`src/rtl/rf_stim_gen_if.sv`:
```
// rf_stim_gen sample stream: valid/ready beat carrying NUM_CH packed channels.
// Master drives data/valid, slave returns ready.
interface rf_stim_gen_if #(
    parameter int DATA_WIDTH = 16,
    parameter int NUM_CH     = 1
);
    logic [NUM_CH*DATA_WIDTH-1:0] out_data;
    logic                         out_valid;
    logic                         out_ready;

    modport master (
        output out_data,
        output out_valid,
        input  out_ready
    );

    modport slave (
        input  out_data,
        input  out_valid,
        output out_ready
    );
endinterface

```
`src/rtl/rf_stim_gen.sv`:
```
// rf_stim_gen: multi-channel ramp / tone / LFSR / constant ADC stimulus.
// Define RF_STIM_GEN_CHECKSUM_EN to add the channel-0 checksum port.
module rf_stim_gen #(
    parameter int          DATA_WIDTH  = 16,
    parameter int          PHASE_WIDTH = 24,
    parameter int          NUM_CH      = 1,
    parameter logic [31:0] LFSR_SEED   = 32'hACE1_0001
) (
    input  logic                   clk,
    input  logic                   rst_n,
    input  logic                   start,
    input  logic                   abort,
    input  logic [1:0]             mode,
    input  logic [PHASE_WIDTH-1:0] phase_inc,
    input  logic [DATA_WIDTH-1:0]  amplitude,
    input  logic [31:0]            num_samples,
    output logic                   busy,
    output logic                   done,
    output logic [31:0]            sample_count,
`ifdef RF_STIM_GEN_CHECKSUM_EN
    output logic [31:0]            checksum,
`endif
    rf_stim_gen_if.master          out
);

    localparam int          DW   = DATA_WIDTH;
    localparam int          PW   = PHASE_WIDTH;
    localparam int          CHB  = $clog2(NUM_CH);
    localparam logic [31:0] POLY = 32'h8020_0003;

    if (NUM_CH != 1 && NUM_CH != 2 && NUM_CH != 4 && NUM_CH != 8)
    begin : g_bad_ch
        $error("rf_stim_gen: NUM_CH must be 1, 2, 4 or 8");
    end
    if (PW <= DW || DW < 8 || DW > 24) begin : g_bad_width
        $error("rf_stim_gen: need 8 <= DATA_WIDTH <= 24 < PHASE_WIDTH");
    end

    typedef enum logic [1:0] {
        S_IDLE,
        S_RUN,
        S_FLUSH
    } state_t;

    state_t state_q;
    state_t state_d;

    logic [PW-1:0]        acc_q;
    logic [PW-1:0]        acc_d;
    logic [PW-1:0]        inc_q;
    logic [DW-1:0]        ramp_q;
    logic [DW-1:0]        ramp_d;
    logic [DW-1:0]        amp_q;
    logic [DW-1:0]        amp_d;
    logic [1:0]           mode_q;
    logic [1:0]           mode_d;
    logic [31:0]          num_q;
    logic [31:0]          cnt_q;
    logic [31:0]          lfsr_q [NUM_CH];
    logic [31:0]          lfsr_d [NUM_CH];
    logic [NUM_CH*DW-1:0] data_q;
    logic [NUM_CH*DW-1:0] samp_d;
    logic                 done_q;

    logic go;
    logic vld;
    logic accept;
    logic last;
    logic fin;

    function automatic logic [31:0] lfsr_step(input logic [31:0] s);
        return (s >> 1) ^ (s[0] ? POLY : 32'h0);
    endfunction

    // Folded sawtooth gives a triangle, then scaled by signed amplitude.
    function automatic logic [DW-1:0] tone(
        input logic [PW-1:0] ph,
        input logic [DW-1:0] amp
    );
        logic        [DW-1:0]   u;
        logic        [DW-1:0]   t;
        logic signed [DW-1:0]   s;
        logic signed [2*DW-1:0] p;
        u = DW'(ph >> (PW - DW));
        t = u[DW-1] ? ~DW'(u << 1) : DW'(u << 1);
        s = $signed(t ^ {1'b1, {(DW-1){1'b0}}});
        p = s * $signed(amp);
        return DW'(p >>> (DW - 1));
    endfunction

    assign accept = vld && out.out_ready;
    assign last   = accept && (num_q != 32'd0)
                    && (cnt_q + 32'd1 == num_q);

    // State register
    always_ff @(posedge clk) begin
        if (!rst_n) begin
            state_q <= S_IDLE;
        end else begin
            state_q <= state_d;
        end
    end

    // Next-state logic; abort wins over count completion.
    always_comb begin
        state_d = state_q;
        unique case (state_q)
            S_IDLE: begin
                if (start && !abort) state_d = S_RUN;
            end
            S_RUN: begin
                if (abort) begin
                    state_d = accept ? S_IDLE : S_FLUSH;
                end else if (last) begin
                    state_d = S_IDLE;
                end
            end
            S_FLUSH: begin
                if (accept) state_d = S_IDLE;
            end
            default: state_d = S_IDLE;
        endcase
    end

    // Output logic
    always_comb begin
        busy = (state_q != S_IDLE);
        vld  = busy;
        go   = (state_q == S_IDLE) && start && !abort;
        fin  = busy && (state_d == S_IDLE);
    end

    // Generator state for the beat to present next.
    always_comb begin
        mode_d = go ? mode : mode_q;
        amp_d  = go ? amplitude : amp_q;
        acc_d  = acc_q;
        ramp_d = ramp_q;
        for (int k = 0; k < NUM_CH; k++) begin
            lfsr_d[k] = lfsr_q[k];
        end
        if (go) begin
            acc_d  = '0;
            ramp_d = '0;
            for (int k = 0; k < NUM_CH; k++) begin
                lfsr_d[k] = LFSR_SEED ^ 32'(k);
            end
        end else if (accept) begin
            acc_d  = acc_q + inc_q;
            ramp_d = ramp_q + 1'b1;
            for (int k = 0; k < NUM_CH; k++) begin
                lfsr_d[k] = lfsr_step(lfsr_q[k]);
            end
        end
    end

    always_comb begin
        samp_d = '0;
        for (int k = 0; k < NUM_CH; k++) begin
            case (mode_d)
                2'd0: samp_d[k*DW +: DW] = ramp_d + DW'(k);
                2'd1: samp_d[k*DW +: DW] =
                    tone(acc_d + (PW'(k) << (PW - CHB)), amp_d);
                2'd2: samp_d[k*DW +: DW] = lfsr_d[k][DW-1:0];
                default: samp_d[k*DW +: DW] = amp_d;
            endcase
        end
    end

    always_ff @(posedge clk) begin
        if (!rst_n) begin
            acc_q  <= '0;
            inc_q  <= '0;
            ramp_q <= '0;
            amp_q  <= '0;
            mode_q <= '0;
            num_q  <= '0;
            cnt_q  <= '0;
            data_q <= '0;
            done_q <= 1'b0;
            for (int k = 0; k < NUM_CH; k++) begin
                lfsr_q[k] <= LFSR_SEED ^ 32'(k);
            end
        end else begin
            acc_q  <= acc_d;
            ramp_q <= ramp_d;
            amp_q  <= amp_d;
            mode_q <= mode_d;
            for (int k = 0; k < NUM_CH; k++) begin
                lfsr_q[k] <= lfsr_d[k];
            end
            if (go) begin
                inc_q <= phase_inc;
                num_q <= num_samples;
                cnt_q <= '0;
            end else if (accept) begin
                cnt_q <= cnt_q + 32'd1;
            end
            if (go || accept) data_q <= samp_d;
            done_q <= fin;
        end
    end

`ifdef RF_STIM_GEN_CHECKSUM_EN
    logic [31:0] csum_q;

    always_ff @(posedge clk) begin
        if (!rst_n) begin
            csum_q <= '0;
        end else if (go) begin
            csum_q <= '0;
        end else if (accept) begin
            csum_q <= csum_q + 32'(data_q[DW-1:0]);
        end
    end

    assign checksum = csum_q;
`endif

    assign out.out_data  = data_q;
    assign out.out_valid = vld;
    assign done          = done_q;
    assign sample_count  = cnt_q;

endmodule

```
`src/flat_wrapper.sv`:
```
// flat-port wrapper written by rule: the top's interface ports become plain ports
module rf_stim_gen_flat 
#(
    parameter int          DATA_WIDTH  = 16,
    parameter int          PHASE_WIDTH = 24,
    parameter int          NUM_CH      = 1,
    parameter logic [31:0] LFSR_SEED   = 32'hACE1_0001
)
  (clk, rst_n, start, abort, mode, phase_inc, amplitude, num_samples, busy, done, sample_count, out_out_data, out_out_valid, out_out_ready);
  rf_stim_gen_if #(.DATA_WIDTH(DATA_WIDTH), .NUM_CH(NUM_CH)) out_i ();
  input  logic clk;
  input  logic rst_n;
  input  logic start;
  input  logic abort;
  input  logic [1:0] mode;
  input  logic [PHASE_WIDTH-1:0] phase_inc;
  input  logic [DATA_WIDTH-1:0] amplitude;
  input  logic [31:0] num_samples;
  output logic busy;
  output logic done;
  output logic [31:0] sample_count;
  output wire logic [$bits(out_i.out_data)-1:0] out_out_data;
  output wire logic [$bits(out_i.out_valid)-1:0] out_out_valid;
  input wire logic [$bits(out_i.out_ready)-1:0] out_out_ready;
  assign out_out_data = out_i.out_data;
  assign out_out_valid = out_i.out_valid;
  assign out_i.out_ready = out_out_ready;
  rf_stim_gen #(.DATA_WIDTH(DATA_WIDTH), .PHASE_WIDTH(PHASE_WIDTH), .NUM_CH(NUM_CH), .LFSR_SEED(LFSR_SEED)) u_core (.clk(clk), .rst_n(rst_n), .start(start), .abort(abort), .mode(mode), .phase_inc(phase_inc), .amplitude(amplitude), .num_samples(num_samples), .busy(busy), .done(done), .sample_count(sample_count), .out(out_i));
endmodule
```
`config.mk`:
```
export PLATFORM = sky130hd
export DESIGN_NAME = rf_stim_gen_flat
export DESIGN_NICKNAME = d
export VERILOG_FILES = /design/src/rtl/rf_stim_gen_if.sv /design/src/rtl/rf_stim_gen.sv /design/src/flat_wrapper.sv
export SDC_FILE = /design/constraint.sdc
export NUM_CORES = 1
export LEC_CHECK = 0
export CORE_MARGIN = 8
export CORE_UTILIZATION = 24
export CTS_CLUSTER_DIAMETER = 100
export DETAILED_ROUTE_END_ITERATION = 10
export GPL_TIMING_DRIVEN = 0
export PLACE_DENSITY_LB_ADDON = 0.25
export REMOVE_ABC_BUFFERS = 1
export SLEW_MARGIN = 20
export SYNTH_ARGS = -nofsm -noshare
export SYNTH_HDL_FRONTEND = slang
export SYNTH_SLANG_ARGS = --single-unit
```
`constraint.sdc`:
```
create_clock -name clk -period 9.9 [get_ports clk]
set_clock_uncertainty 0.15 [all_clocks]
set_input_delay 1.98 -clock clk [delete_from_list [all_inputs] [get_ports clk]]
set_output_delay 1.98 -clock clk [all_outputs]
set_load 0.1 [all_outputs]
```
After elaboration in Yosys (flattened, before gate mapping):

Memories as Yosys holds them, arrays and structs flattened.
Cells that the tools add are included.

* add/subtract/negate cells: 3
* multipliers: 1
* equality and inequality tests: 5
* multiplexer cells: 21
* bitwise gates (word level): 4
* reductions and logical operators: 16

Operators with widths (count)
* $mux W32: 4
* $mux W16: 4
* $mux W24: 2
* $pmux W16 S3: 1
* $add A32 B1 Y32 const B: 1
* $eq A32 B32 Y1: 1
* $reduce_bool A32 Y1: 1
* $reduce_or A32 Y1: 1
* $xor A31 B32 Y32: 1
* $mul A16 B16 Y31: 1
* $add A24 B24 Y24: 1
* $add A16 B1 Y16 const B: 1
* $not A16 Y16: 1
* $mux W2: 6
* $logic_and A1 B1 Y1: 7
* $logic_not A2 Y1: 3
* $pmux W2 S3: 1
* $eq A2 B1 Y1 const B: 2
* $eq A2 B2 Y1 const B: 2
* $mux W1: 3
* $not A1 Y1: 2
* $reduce_bool A2 Y1: 1
* $reduce_or A2 Y1: 1
* $logic_not A1 Y1: 1
* $logic_or A1 B1 Y1: 1

* register bits: 165
* memory bits (writable): 32
* bits of input ports: 79
* word-level logic and storage cells: 62
* memories kept: 1

Memories
* u_core.lfsr_q: depth 1, bits a word 32, read ports 1, clocked after memory_dff 0, write ports 1, RTL line rf_stim_gen.sv:59 `logic [31:0] lfsr_q [NUM_CH];`

Logic depth before layout (Yosys ltp):

Gate-level depths: netlist (run 1).

* depth in word-level cells: 9
* depth in mapped cells: 37
* mapped depth without buffers: 36

Worst setup path before layout (run 1):

No wires, ideal clock.

* path kind: input-to-reg
* start: in abort
* end: reg u_core.data_q[7], in the netlist u_core.out.out_data[7]
* library setup time: 0.125 ns
* arrival: 9.712 ns
* required time: 9.625 ns
* setup slack: -0.086 ns
* stages: 33
* path buffers: 3
* path through: or4b_4 > buf_6 > nand2_1 > nor2_1 > o2111ai_2 > nand2_2 > or2_1 > buf_2 > buf_2 > xnor2_1 > nand2_1 > fa_1 > inv_1 > fa_1 > inv_1 > fa_1 > inv_1 > fa_1 > fa_1 > inv_1 > fa_1 > inv_1 > ha_1 > a21o_1 > a21o_1 > o21bai_1 > or2_2 > o22a_1 > a311oi_2 > o21ai_2 > xor2_1 > a221oi_1 > o31ai_1

* longest elaborated chain between the ends: 8
* elaborated cells between the ends (all ways): 16
* those cells by class: 1 x mul; 2 x eq/ne; 7 x mux; 2 x bitwise; 4 x reduce/logical

Ends and longest elaborated chain
* start: declaration: RTL line flat_wrapper.sv:14 `input logic abort;`
* $logic_not A1 Y1 (*): RTL line rf_stim_gen.sv:129 `go = (state_q == S_IDLE) && start && !abort;`
* $logic_and A1 B1 Y1 (*): RTL line rf_stim_gen.sv:129
* $mux W24: RTL line rf_stim_gen.sv:142 `if (go) begin`
* $not A16 Y16: RTL line rf_stim_gen.sv:85 `t = u[DW-1] ? ~DW'(u << 1) : DW'(u << 1);`
* $mux W16: RTL line rf_stim_gen.sv:85
* $not A1 Y1 (no source line)
* $mul A16 B16 Y31: RTL line rf_stim_gen.sv:87 `p = s * $signed(amp);`
* $pmux W16 S3: RTL line rf_stim_gen.sv:160 `case (mode_d)`
* end signal: assignment: RTL line rf_stim_gen.sv:199 `if (go || accept) data_q <= samp_d;`
* end: declaration: RTL line rf_stim_gen.sv:61 `logic [NUM_CH*DW-1:0] data_q;`

Mark *: on every way between the ends. The rest lies on a longest branch, timed or not.
A chain may end at the register's enable or synchronous reset.

Worst setup path after layout (run 1):

* start: in abort
* end: reg u_core.data_q[13], in the netlist u_core.out.out_data[13]

The elaborated chain is that of the path after synthesis.

==> impl_metrics.json, run 1 <==
{
  "status": "finished, final reports clean",
  "htreeDepth": 4,
  "wl_per_cell_um": 18.3,
  "synth_edf_count": 0,
  "switching_share": 0.452,
  "overflow": 0,
  "p_leak_nw": 10.5,
  "io_buffers": 129,
  "critPathMostFrequentCell": "fa_1",
  "vdd_ir_drop_max_mv": 0.307,
  "clock-root-buffer": "clkbuf_16",
  "worst_setup_path_start_kind": "input pin",
  "start_util": 0.242,
  "layout-drive-gt1-share": 0.101,
  "arrival_ns": 9.89,
  "num_vias": 16657,
  "gp_congestion": 0.816,
  "min_path_type": "flip-flop to flip-flop",
  "worst_pin_slew_ns": 1.09,
  "multi_input_area_sq_um": 15000,
  "crit_slowest_cell": "or4b_4",
  "clock.fmax_mhz": 103,
  "hold_viol_final": 0,
  "instances_no_fill": 3626,
  "fp-row-count": 105,
  "grt_max_degree": 65,
  "syn_avg_cell_area_sq_um": 8.26,
  "ios": 130,
  "nets": 2980,
  "syn_inst": 2396,
  "critPathMaxStageDelay_ns": 0.56,
  "cap_viol_max_count": 0,
  "antennaDiodeCount": 0,
  "drt_pass1_iterations": 5,
  "fin_util": 0.301,
  "yosys.area.top_type_share": 0.259,
  "finalSetupViolCount": 0,
  "drcViolationCount": 0,
  "met2_usage": 0.254,
  "finalCritPeriodShare": 0.978,
  "cts_buffers": 17,
  "synthArstFlopShare": 0,
  "routed_wl_mm": 66.3,
  "powerDensity_nw_per_um2": 165,
  "slew_violations": 0,
  "antenna_found_initial": 1,
  "use_met3": 0.0261,
  "busiest_layer": "met2",
  "worst-path-max-fanout": 6,
  "fill_cells": 8836,
  "ys_seq_area_frac": 0.199,
  "internal_power_mw": 2.23,
  "slew_headroom": 0.263,
  "finalPower_mw": 4.07,
  "pwr-share-seq": 0.210,
  "dp_hpwl_mm": 50.1,
  "cts_tree": "built",
  "clock_latency_ns": 0.50,
  "synth_area_leaders": "fa_1 (26%), dfxtp_1 (20%), nand2_1 (7.7%), ha_1 (6.4%), inv_1 (5.8%)",
  "drtIter0Drc": 829,
  "clockBufferDepth": 2,
  "routed_via_density": 4.59,
  "p_comb_frac": 0.597,
  "antenna_left": 0,
  "min_period_ns": 9.68,
  "synth_top_area_cell": "fa_1",
  "synthFlopType": "dfxtp_1",
  "path_clk_slew_ns": 0.08,
  "yosysUniqueCellTypes": 87,
  "die_y_um": 303,
  "die_area_sq_um": 91900,
  "clkPwrFrac": 0.193,
  "grt_pass1_wl_mm": 103,
  "cts.hold.buffers_added": 0,
  "p_sw_mw": 1.84,
  "clkSinkCount": 197,
  "syn_to_final_growth_pct": 24.4,
  "coreArea_sq_um": 81800,
  "cp.required_ns": 10.11,
  "dp_cells": 3507,
  "syn-cell-area_sq_um": 19800,
  "grt_usage": 0.146,
  "yosysWarnings": 0,
  "crit_type": "input pin to flip-flop",
  "ys_seq_elements": 197,
  "critPathCaptureType": "flip-flop",
  "ff_latch_area_sq_um": 3940,
  "grt_use_met1": 0.187,
  "grt_pass1_vias": 17051,
  "dieWidth_um": 303
}
routing by layer:
layer / part of all wire / vias up
met1: 0.44 / 8268
li1: - / 7964
met5: 0 / -
met2: 0.49 / 355
met3: 0.050 / 70
met4: 0.019 / 0
cells in the final DEF, fill, tap and decap left out, types with 9 or more instances in the layout:
master,instances
nand2_1,400
inv_1,302
fa_1,252
nor2_1,239
dfxtp_1,197
a21oi_1,149
clkdlybuf4s50_1,125
ha_1,94
buf_4,76
xnor2_1,75
xor2_1,54
o21ai_0,52
nand3_1,50
and2_1,37
a21o_1,29
xnor2_4,24
and3_1,22
nor3_1,20
a211oi_1,19
nand4_1,19
nand2b_1,18
clkbuf_16,17
mux2i_1,16
buf_12,12
nor4_1,11
a21oi_2,9
o211ai_1,9
buf_16,9
registers in the layout (all words and copies together), names as in the netlist:
register,flops
u_core.done,1
u_core.mode_q,2
u_core.lfsr_q,32
u_core.amp_q,16
u_core.num_q,32
u_core.acc_q,24
u_core.ramp_q,16
u_core.out.out_data,16
u_core.sample_count,32
u_core.inc_q,24
u_core.state_q,2
cells in the mapped netlist, drive strengths merged, types with 8 or more instances:
| cell type | number |
|---|---|
| nor3 | 21 |
| nand2b | 18 |
| o21bai | 9 |
| dfxtp | 197 |
| nand3 | 50 |
| o211ai | 10 |
| a21o | 29 |
| nor2 | 245 |
| o31ai | 8 |
| nand2 | 408 |
| a21oi | 158 |
| a211oi | 21 |
| inv | 304 |
| clkbuf | 82 |
| ha | 102 |
| nand4 | 19 |
| and2 | 37 |
| mux2i | 22 |
| xor2 | 56 |
| fa | 256 |
| buf | 30 |
| or3 | 9 |
| xnor2 | 104 |
| nor4 | 13 |
| o21ai | 66 |
| and3 | 22 |
path summary, 6_finish.rpt:
path	from	end	slack, ns	cells after the start
setup / recovery	abort	u_core.out.out_data[13]$_SDFFE_PN0P_	0.22	34
hold reg to reg	u_core.lfsr_q[0][25]$_SDFFE_PP0P_	u_core.lfsr_q[0][24]$_SDFFE_PP0P_	0.31	2
setup reg to reg	u_core.inc_q[0]$_SDFFE_PN0P_	u_core.out.out_data[13]$_SDFFE_PN0P_	0.40	35
hold / removal	u_core.lfsr_q[0][25]$_SDFFE_PP0P_	u_core.lfsr_q[0][24]$_SDFFE_PP0P_	0.31	2
metrics by stage:
step | TNS [ns] | hold WS (ns) | instance area, sq um | setup WS, ns
floorplan | -36.93 | 0.282 | 19300 | -2.72
global placement | -153.59 | 0.290 | 22000 | -8.73
detailed placement | -31.52 | 0.295 | 22500 | -2.53
CTS | 0 | 0.308 | 24100 | 0.00165
global route | -0.00353 | 0.328 | 24600 | -0.00353
finish | 0 | 0.307 | 24600 | 0.217
power by group through the flow:
stage	clock network [mW]	registers, mW	logic, mW
floorplan	0	0.937	1.57
global placement	0	0.871	2.23
detailed placement	0	0.871	2.25
CTS	0.816	0.854	2.30
global route	0.838	0.857	2.70
finish	0.785	0.853	2.43
repair_timing:
action,in CTS,in global routing
gates resized for setup,59,56
pin swaps,27,37
endpoints found under the setup margin,16,8
gates cloned,5,0
buffers inserted,52,30
kinds of logic after synthesis:
kind of cell               Yosys count  synth area share
and+or+nand+nor                    875             0.195
buffers and inverters              417            0.0807
AOI/OAI and AO/OA                  365             0.116
adders and majority gates          358             0.323
DFF                                197             0.199
xor gates and xnor gates           160            0.0735
muxes                               24            0.0123
area by class of cell:
cell class                 count  share of cell area
tap                         1070              0.0544
timing repair buffer         238               0.103
clock buffer                  19              0.0180
inverter                     305              0.0469
multi-input combinational   1784               0.610
clock inverter                13             0.00737
sequential                   197               0.160
critical path: cells and delay by family:
kind | cells | cell delay [ns]
and+or+nand+nor | 7 | 1.40
buffers and inverters | 10 | 1.17
adders and majority gates | 7 | 3.32
xor gates and xnor gates | 2 | 0.43
AOI/OAI and AO/OA | 8 | 1.59
(Power assumes the default switching activity.)
==> run 2: changes to the inputs <==
==> constraint.sdc (replaced) <==
create_clock -name clk -period 12.12 [get_ports clk]
set_clock_uncertainty 0.15 [all_clocks]
set_input_delay 2.424 -clock clk [delete_from_list [all_inputs] [get_ports clk]]
set_output_delay 2.424 -clock clk [all_outputs]
set_load 0.1 [all_outputs]
==> run 2 against run 1 <==
  * Core utilization is 1.6 points lower
  * Highest routed layer unchanged
  * Critical endpoint is now u_core.out.out_data[7]$_SDFFE_PN0P_
  * Sequential power is 18% lower
  * Clock-buffer cell count stayed put
  * Hold slack hardly changed
==> impl_metrics.json, run 2 (synthesized netlist as in run 1, its figures left out) <==
{
  "status": "finished, final reports clean",
  "finalPower_mw": 3.17,
  "p_sw_mw": 1.45,
  "crit_type": "input pin to flip-flop",
  "hold_depth": 2,
  "drtIter0Drc": 764,
  "htreeDepth": 4,
  "final_cell_area_sq_um": 23300,
  "routed_wl_mm": 62.9,
  "hold_end": "u_core.lfsr_q[0][24]$_SDFFE_PP0P_",
  "gp_congestion": 0.816,
  "cp.required_ns": 12.36,
  "critPathMaxStageDelay_ns": 0.82,
  "r2r-start": "u_core.inc_q[0]$_SDFFE_PN0P_",
  "nets": 2893,
  "io_buffers": 129,
  "finalSetupViolCount": 0,
  "vdd_ir_drop_max_mv": 0.242,
  "clock_latency_ns": 0.50,
  "clock-root-buffer": "clkbuf_16",
  "finalCritPeriodShare": 0.965,
  "p_leak_nw": 9.97,
  "rsz0062_at_grt": "no",
  "critPathMostFrequentCell": "fa_1",
  "overflow": 0,
  "clkSinkCount": 197,
  "syn_to_final_growth_pct": 17.6,
  "critPathCaptureType": "flip-flop",
  "cts_tree": "built",
  "ios": 130,
  "final_common_cell": "nand2_1",
  "drcViolationCount": 0,
  "min_period_ns": 11.69,
  "grt_usage": 0.140,
  "min_path_type": "flip-flop to flip-flop",
  "worst-path-max-fanout": 48,
  "timing.setup.tns_ns": 0,
  "wl_per_cell_um": 17.8,
  "r2r_cells": 32,
  "powerDensity_nw_per_um2": 136,
  "mostFrequentLayoutCells": "nand2_1 (405), inv_1 (304), fa_1 (256), nor2_1 (242), dfxtp_1 (197)",
  "r2r_end": "u_core.out.out_data[7]$_SDFFE_PN0P_",
  "grt_pass1_wl_mm": 98.6,
  "p_comb_frac": 0.580,
  "dieWidth_um": 303,
  "worst_setup_path_start_kind": "input pin",
  "switching_share": 0.456,
  "cts.hold.buffers_added": 0,
  "dpl_cell_area_sq_um": 22500,
  "cap_viol_max_count": 0,
  "ff2ff_setup_slack_ns": 1.93,
  "slew_headroom": 0.224,
  "die_area_sq_um": 91900,
  "crit_slowest_cell": "or4b_4",
  "pre_cts_slack_ns": -0.758,
  "grt_pass1_vias": 16561,
  "dp_hpwl_mm": 50.1,
  "grt_max_degree": 65,
  "coreArea_sq_um": 81800,
  "antenna_left": 0,
  "routed_via_density": 4.57,
  "dp_cells": 3507,
  "path_clk_slew_ns": 0.08,
  "internal_power_mw": 1.73,
  "arrival_ns": 11.94,
  "num_vias": 16163,
  "layout-drive-gt1-share": 0.0490,
  "instances_no_fill": 3539,
  "post-cts-setup-buffers": 0,
  "clockBufferDepth": 2,
  "drt_pass1_iterations": 5,
  "cts_buffers": 17,
  "slew_violations": 0,
  "worst_pin_slew_ns": 1.16,
  "whs_ns": 0.308,
  "clkPwrFrac": 0.201,
  "start_util": 0.242,
  "worstHoldStart": "u_core.lfsr_q[0][25]$_SDFFE_PP0P_",
  "antenna_found_initial": 0,
  "die_y_um": 303,
  "fin_util": 0.284,
  "hold_viol_final": 0,
  "antennaDiodeCount": 0,
  "finalWorstSetupSlack_ns": 0.426,
  "clock.fmax_mhz": 85.5,
  "pwr-share-seq": 0.219,
  "fp-row-count": 105
}
==> run 2: final cells by class <==
type                    count  area [sq um]
clock buffers              19           443
flip-flops and latches    197          3940
multi-input cells        1782         14500
fillers                  8899         58600
clock inverters            13           181
well taps                1070          1340
inverters                 305          1150
repair buffers            153          1700
==> run 2: repair_timing <==
item                                    in CTS  in global routing
gates resized for setup                      4                 12
pin swaps                                    0                  1
endpoints found under the setup margin       7                  7
==> run 2: power by group through the flow <==
stage               Sequential (mW)  Combinational (mW)  Clock, mW
global route                  0.699                2.07      0.686
global placement              0.711                1.83          0
floorplan                     0.765                1.28          0
detailed placement            0.711                1.84          0
CTS                           0.697                1.85      0.667
finish                        0.696                1.84      0.638
==> run 2: worst max-delay path by stage <==
| stage | slack (ns) | depth (start not counted) | endpoint | from |
|---|---|---|---|---|
| global route | 0.07 | 33 | u_core.out.out_data[7]$_SDFFE_PN0P_ | abort |
| floorplan | -0.94 | 28 | u_core.out.out_data[7]$_SDFFE_PN0P_ | abort |
| finish | 0.43 | 33 | u_core.out.out_data[7]$_SDFFE_PN0P_ | abort |
| global placement | -6.95 | 28 | u_core.out.out_data[12]$_SDFFE_PN0P_ | abort |
| CTS | 0.06 | 30 | u_core.out.out_data[7]$_SDFFE_PN0P_ | abort |
| detailed placement | -0.76 | 31 | u_core.out.out_data[15]$_SDFFE_PN0P_ | abort |
==> run 2: critical path, delay by kind of cell <==
family	cells	cell delay, ns
buffers and inverters	8	1.33
AO/OA/AOI/OAI	9	2.02
XOR/XNOR	2	0.72
AND/OR/NAND/NOR	7	1.90
adder cells (fa/ha/maj)	7	3.46
==> run 2: layer usage <==
metal / global-route usage / vias to the layer above / part of all wire
met5: 0 / - / 0
met4: 0.0368 / 0 / 0.020
met3: 0.0274 / 64 / 0.049
met2: 0.239 / 285 / 0.48
met1: 0.179 / 8032 / 0.45
li1: - / 7782 / -
